[src/rtl/multdiv_ctrl.sv]
// Sequencer for the shared multi-cycle multiply/divide unit: decodes mult/div in DX,
// pulses the MDU start, tracks the operation with a watchdog and holds the result
// until writeback accepts it.
module multdiv_ctrl #(
    parameter int unsigned MAX_CYCLES    = 40,
    parameter int unsigned CNT_W         = 6,
    parameter int unsigned MULT_EXC_CODE = 4,
    parameter int unsigned DIV_EXC_CODE  = 5,
    parameter int unsigned TIMEOUT_CODE  = 6
) (
    input  logic        clock,
    input  logic        reset,
    input  logic [31:0] dx_ir_in,
    input  logic        dx_valid,
    input  logic        dx_flush,
    output logic        mdu_ctrl_mult,
    output logic        mdu_ctrl_div,
    input  logic [31:0] mdu_result,
    input  logic        mdu_exception,
    input  logic        mdu_result_rdy,
    input  logic        wb_ack,
    output logic [4:0]  wb_rd,
    output logic [31:0] wb_data,
    output logic        multdiv_is_running,
    output logic        multdiv_result_ready,
    output logic        timeout_err
);

    localparam int unsigned REG_W  = 5;
    localparam int unsigned DATA_W = 32;
    localparam int unsigned OPC_W  = 5;

    localparam logic [REG_W-1:0] EXC_RD   = REG_W'(30);
    localparam logic [OPC_W-1:0] OPC_ALU  = OPC_W'(0);
    localparam logic [OPC_W-1:0] ALU_MULT = OPC_W'(6);
    localparam logic [OPC_W-1:0] ALU_DIV  = OPC_W'(7);
    localparam logic [CNT_W-1:0] CNT_LAST = CNT_W'(MAX_CYCLES - 1);

    typedef enum logic [1:0] {
        S_IDLE,
        S_RUN,
        S_DONE
    } state_t;

    state_t             state_q, state_d;
    logic [CNT_W-1:0]   cnt_q, cnt_d;
    logic [REG_W-1:0]   rd_q, rd_d;
    logic               op_div_q, op_div_d;
    logic [REG_W-1:0]   wb_rd_q, wb_rd_d;
    logic [DATA_W-1:0]  wb_data_q, wb_data_d;
    logic               mult_q, mult_d;
    logic               div_q, div_d;
    logic               running_q, running_d;
    logic               ready_q, ready_d;
    logic               timeout_q, timeout_d;

    logic [OPC_W-1:0]   opcode_c;
    logic [OPC_W-1:0]   alu_op_c;
    logic [REG_W-1:0]   dx_rd_c;
    logic               is_mult_c;
    logic               is_div_c;
    logic               launch_c;
    logic               unused_ir_bits_c;

    // Instruction field decode and launch qualification
    always_comb begin
        opcode_c         = dx_ir_in[31:27];
        alu_op_c         = dx_ir_in[6:2];
        dx_rd_c          = dx_ir_in[26:22];
        is_mult_c        = (opcode_c == OPC_ALU) && (alu_op_c == ALU_MULT);
        is_div_c         = (opcode_c == OPC_ALU) && (alu_op_c == ALU_DIV);
        launch_c         = dx_valid && !dx_flush && (is_mult_c || is_div_c);
        unused_ir_bits_c = ^{dx_ir_in[21:7], dx_ir_in[1:0]};
    end

    // Next-state and next-output logic; everything holds unless a transition updates it
    always_comb begin
        state_d   = state_q;
        cnt_d     = cnt_q;
        rd_d      = rd_q;
        op_div_d  = op_div_q;
        wb_rd_d   = wb_rd_q;
        wb_data_d = wb_data_q;
        timeout_d = timeout_q;
        mult_d    = 1'b0;
        div_d     = 1'b0;

        case (state_q)
            S_IDLE: begin
                if (launch_c) begin
                    state_d  = S_RUN;
                    cnt_d    = '0;
                    rd_d     = dx_rd_c;
                    op_div_d = is_div_c;
                    mult_d   = !is_div_c;
                    div_d    = is_div_c;
                end
            end
            S_RUN: begin
                cnt_d = cnt_q + CNT_W'(1);
                if (mdu_result_rdy) begin
                    state_d = S_DONE;
                    if (mdu_exception) begin
                        wb_rd_d   = EXC_RD;
                        wb_data_d = op_div_q ? DATA_W'(DIV_EXC_CODE) : DATA_W'(MULT_EXC_CODE);
                    end else begin
                        wb_rd_d   = rd_q;
                        wb_data_d = mdu_result;
                    end
                end else if (cnt_q == CNT_LAST) begin
                    state_d   = S_DONE;
                    wb_rd_d   = EXC_RD;
                    wb_data_d = DATA_W'(TIMEOUT_CODE);
                    timeout_d = 1'b1;
                end
            end
            S_DONE: begin
                if (wb_ack) begin
                    state_d = S_IDLE;
                end
            end
            default: begin
                state_d = S_IDLE;
            end
        endcase

        running_d = (state_d != S_IDLE);
        ready_d   = (state_d == S_DONE);
    end

    // State and registered outputs
    always_ff @(posedge clock or negedge reset) begin
        if (!reset) begin
            state_q   <= S_IDLE;
            cnt_q     <= '0;
            rd_q      <= '0;
            op_div_q  <= 1'b0;
            wb_rd_q   <= '0;
            wb_data_q <= '0;
            mult_q    <= 1'b0;
            div_q     <= 1'b0;
            running_q <= 1'b0;
            ready_q   <= 1'b0;
            timeout_q <= 1'b0;
        end else begin
            state_q   <= state_d;
            cnt_q     <= cnt_d;
            rd_q      <= rd_d;
            op_div_q  <= op_div_d;
            wb_rd_q   <= wb_rd_d;
            wb_data_q <= wb_data_d;
            mult_q    <= mult_d;
            div_q     <= div_d;
            running_q <= running_d;
            ready_q   <= ready_d;
            timeout_q <= timeout_d;
        end
    end

    assign mdu_ctrl_mult        = mult_q;
    assign mdu_ctrl_div         = div_q;
    assign wb_rd                = wb_rd_q;
    assign wb_data              = wb_data_q;
    assign multdiv_is_running   = running_q;
    assign multdiv_result_ready = ready_q;
    assign timeout_err          = timeout_q;

endmodule

[config.mk]
export PLATFORM = sky130hd
export DESIGN_NAME = multdiv_ctrl
export DESIGN_NICKNAME = d
export VERILOG_FILES = /design/src/rtl/multdiv_ctrl.sv
export SDC_FILE = /design/constraint.sdc
export NUM_CORES = 1
export LEC_CHECK = 0
export BUFFER_PORTS_ARGS = -buffer_cell sky130_fd_sc_hd__buf_2
export CAP_MARGIN = 20
export CORE_ASPECT_RATIO = 0.75
export CORE_MARGIN = 2
export CORE_UTILIZATION = 30
export DETAILED_ROUTE_END_ITERATION = 16
export GPL_TIMING_DRIVEN = 0
export HOLD_SLACK_MARGIN = 0.06
export SYNTH_ARGS = -nofsm -noshare
export SYNTH_HDL_FRONTEND = slang
export SYNTH_SLANG_ARGS = --single-unit
[constraint.sdc]
create_clock -name clock -period 5.2 [get_ports clock]
set_input_delay 1.04 -clock clock [delete_from_list [all_inputs] [get_ports clock]]
set_output_delay 1.04 -clock clock [all_outputs]
set_load 0.05 [all_outputs]
# Yosys cells after proc, flatten, opt, wreduce, memory -nomap -nowiden
# Index checks and enable logic that the tools add are counted.
# classes
addsub	1
n_div	0
n_mul	0
mux	18
n_lt_le_gt_ge	0
shift	0
n_reduce_logical	16
n_eq_ne	7
bitwise_logic	1
# ops
cell	count
$mux W32	3
$mux W5	3
$pmux W6 S2	1
$eq A5 B3 Y1 const B	2
$mux W2	4
$add A6 B1 Y6 const B	1
$eq A6 B6 Y1 const B	1
$mux W6	1
$pmux W2 S3	1
$reduce_and A2 Y1	3
$reduce_bool A2 Y1	3
$logic_not A5 Y1	1
$mux W1	5
$eq A2 B2 Y1 const B	2
$logic_and A1 B1 Y1	4
$reduce_and A3 Y1	1
$eq A2 B1 Y1 const B	1
$logic_not A1 Y1	2
$logic_not A2 Y1	1
$ne A2 B2 Y1 const B	1
$logic_or A1 B1 Y1	1
$not A1 Y1	1
# word_totals
inputBits	71
wordCells	54
ram_bits	0
n_memories	0
latchBits	0
register_bits	56
rom_bits	0

# Longest topological paths before layout
# depth
word_depth	7
depth_mapped	5
depth_no_buf	4

# Least setup slack after synthesis
# No wires, ideal clock.
# synth_path
path_kind	input-to-reg
from	in dx_flush
to	reg rd_q[0]
setup_ns	0.125
t_required_ns	5.075
arrival_ns	2.429
slack_ns	2.646
cell_stages	4
path_buffers	1
path_cell_list	or4b_1 > nor4_1 > buf_2 > mux2_2
# synth_via
elab_chain_cells	4
# synth_rtl
element	line_no	rtl
from (decl)	15	input logic dx_flush,
$logic_not A1 Y1	72	launch_c = dx_valid && !dx_flush && (is_mult_c || is_div_c);
$logic_and A1 B1 Y1 (2 in a row)	72	
$reduce_and A2 Y1 (no source line)	--	
to (signal assigned)	148	rd_q <= rd_d;
to (decl)	47	logic [REG_W-1:0] rd_q, rd_d;
# Every way passes these cells.
# A chain may end at the register's enable or synchronous reset.

# Final worst setup path
# layout_path
from	in dx_ir_in[30]
to	reg rd_q[3]
# layout_via
elab_chain_cells	5
# layout_rtl
element	line_no	rtl
from (decl)	13	input logic [31:0] dx_ir_in,
$logic_not A5 Y1 *	70, 71	
$logic_and A1 B1 Y1 (on tied branches)	70, 71	
$logic_or A1 B1 Y1 *	72	
$logic_and A1 B1 Y1 *	72	
$reduce_and A2 Y1 (no source line) *	--	
# Mark *: on every way between the ends. The rest lies on a longest branch, timed or not.

==> summary.txt <==
CTS buffer count: 5
Area occupied by multi-input gates: 858 µm²
Critical Path Start Type: input pin
DRC viols: 0
Synthesized area: 0.00246 mm²
Cell count after synthesis: 238
Via Count: 2,135
Clk slew on worst S/H paths: 100 ps
Crit path max fanout: 10
Syn Area/Cell: 10.3 µm²
Post-route insts no fill: 446
Worst Skew: 4.34 ps
Period Utilization, post-route: 47.5%
Worst EP required: 5400 ps
Synth Warn #: 0
Cells after DPL: 439
Reg2Reg Setup Slack: 3010 ps
Fmax: 0.405 GHz
Number of max-cap violations: 0
Crit Path Category: input pin to flip-flop
Fin crit period: 2470 ps
Hold Crit Class: flip-flop to flip-flop
H-tree Lvls: 2
CTS tree: done
CTS max path bufs: 2
Fin nets: 413
Via/cell ratio: 4.79
Total grt overflow: 0
Clock root buffer: clkbuf_8
Crit path cell chain: buf_2 -> or4_4 -> nor4_1 -> buf_2 -> mux2_2
Non-Filler Cell Area, Final: 0.00316 mm²
Max_slew headroom: 63.8%
PnR Total Power: 726 µW
Total GRT Usage: 14.1%
Min-delay src: timeout_err
Filler cells: 815
Main combinational cell family by area after synthesis: compound AO/OA/AOI/OAI gates
Synth Area in Adders: 0.509%
Worst path max stage delay: 520 ps
Max Slew Vio Count: 0
Initial antenna violation count: 0
Area of the core: 0.00792 mm²
Critical R2R Launch: state_q[1]
# IOs: 113
Worst Setup End Kind: flip-flop
Routed WL per cell: 13.6 µm
Post-synth EDFFs: 0
Peak VDD IR: 111 µV
Mux contribution to synthesized area: 3.16%
Outcome: complete, no violations
Unrepaired setup endpoints after global routing: no
Die H: 82.4 µm
Commonest cells after routing, fill and taps aside: buf_2 (96), dfrtp_1 (56), o21ai_0 (39), inv_1 (38), a22oi_1 (30)
Leakage power: 1.65 nW
Die area: 0.00893 mm²
Worst-Margin Slew: 543 ps
# Post-CTS Setup Buffers: 0
Post-Synth XOR/XNOR Area: 0%
Layout cells sized above 1: 34.3%
Sequential share of the synthesized area: 57.1%
Port Buffers: 95
Syn nets: 310
Sequential standard cell area: 0.00140 mm²
Clock sink total: 56
Ys flop type: dfrtp_1
CP startpoint: dx_ir_in[30]
First-pass GRT wire length: 9760 µm
Vias in the first global route: 2,026
Synth cell types: 35
Largest net degree at the start of global routing: 36
Layout area overhead: 28.8%
Setup TNS: 0 ps
Arrival time at the worst endpoint: 2670 ps
Starting DRT DRC Count: 104
Hold WS: 474 ps
Ant. Diodes: 0
Synthesized flop and latch total: 56
Routed WL: 6050 µm
Area after DPL: 0.00308 mm²
Routability cong.: 0.736
Cell mode on critical path: buf_2
Cell Rows: 28
Routed Antenna Nets: 0
Hpwl dp: 4340 µm
Final Hold Vio Count: 0
Final setup vio count: 0
Most common cell after layout, fill and taps aside: buf_2
Power Dens Cells: 230 mW/mm²
Initial core utilization: 31.0%
Drt pass-1 iters: 4
Max stage delay cell, worst path: or4_4
Post-CTS Hold Fix Bufs: 0
Area share of and/or/nand/nor cells after synthesis: 8.76%
Compound-Gate Fraction of Synth Area: 22.5%
Clock latency on the worst-skew pair: 300 ps
Share of flip-flops with an asynchronous set or reset: 100%
Post-cts sizing count: 0
Die width: 108 µm
flip-flops by register name, summed over array words and instances, names as in the netlist, 2 cells and up:
| register | count |
|---|---|
| wb_data | 32 |
| cnt_q | 6 |
| rd_q | 5 |
| wb_rd | 5 |
| state_q | 2 |
critical path: cells and delay by family:
family | cells | cell delay, ps
muxes | 1 | 360
and+or+nand+nor | 2 | 850
buffers and inverters | 2 | 400
kinds of logic (layout without fill, tap and decap cells):
logic type | count (synthesis) | after routing
and+or+nand+nor | 33 | 33
DFF | 56 | 56
AOI/OAI and AO/OA | 89 | 89
adders and majority gates | 1 | 1
buffers and inverters | 52 | 155
muxes | 7 | 7
synth_stat cells, types with 2 or more instances:
master	number	share of area, %
a21oi_1	7	1.4
o21ai_0	39	7.9
nand3b_1	3	0.92
o22ai_1	6	1.5
dfrtp_1	56	57
clkbuf_1	13	2.0
nor2b_1	4	1.0
o21bai_1	2	0.61
nand3_1	2	0.41
inv_1	38	5.8
a22oi_1	30	9.2
or4_4	2	0.92
mux2_2	6	2.8
nand2_1	7	1.1
nor2_1	3	0.46
where the power goes:
part / internal (mW) / total, mW / switching [mW]
Combinational: 0.0244 / 0.0534 / 0.0290
Clock: 0.0917 / 0.230 / 0.138
Sequential: 0.439 / 0.443 / 0.00382
Total: 0.555 / 0.726 / 0.171
stage by stage:
stage / util (%) / setup slack [ps]
finish: 40.0 / 2730
global route: 40.0 / 2620
CTS: 40.0 / 2730
detailed placement: 38.9 / 2390
global placement: 38.7 / 2380
floorplan: - / 2650
final cells by class:
class / instances / area share, %
sequential: 56 / 44.3
multi-input combinational: 130 / 27.1
timing repair buffer: 96 / 15.7
inverter: 38 / 4.51
tap: 105 / 4.15
clock buffer: 5 / 2.17
buffer: 14 / 1.70
clock inverter: 2 / 0.395
routing by layer:
metal / up-vias / global-route usage (%) / routed length, µm
met5: - / 0 / 0
met4: 0 / 3.85 / 50
met3: 4 / 3.53 / 365
met2: 62 / 22.5 / 2730
met1: 1036 / 19.3 / 2910
li1: 1033 / - / -
path summary, 6_finish.rpt:
| kind | end | cells after the start |
|---|---|---|
| hold / removal | timeout_err | 2 |
| setup / recovery | rd_q[3] | 5 |
| min in group asynchronous | wb_data[10] | 1 |
| max in group asynchronous | wb_data[30] | 2 |
| hold reg to reg | timeout_err | 2 |
| setup reg to reg | rd_q[3] | 4 |
Note: power is estimated with default switching activity, not from simulation.
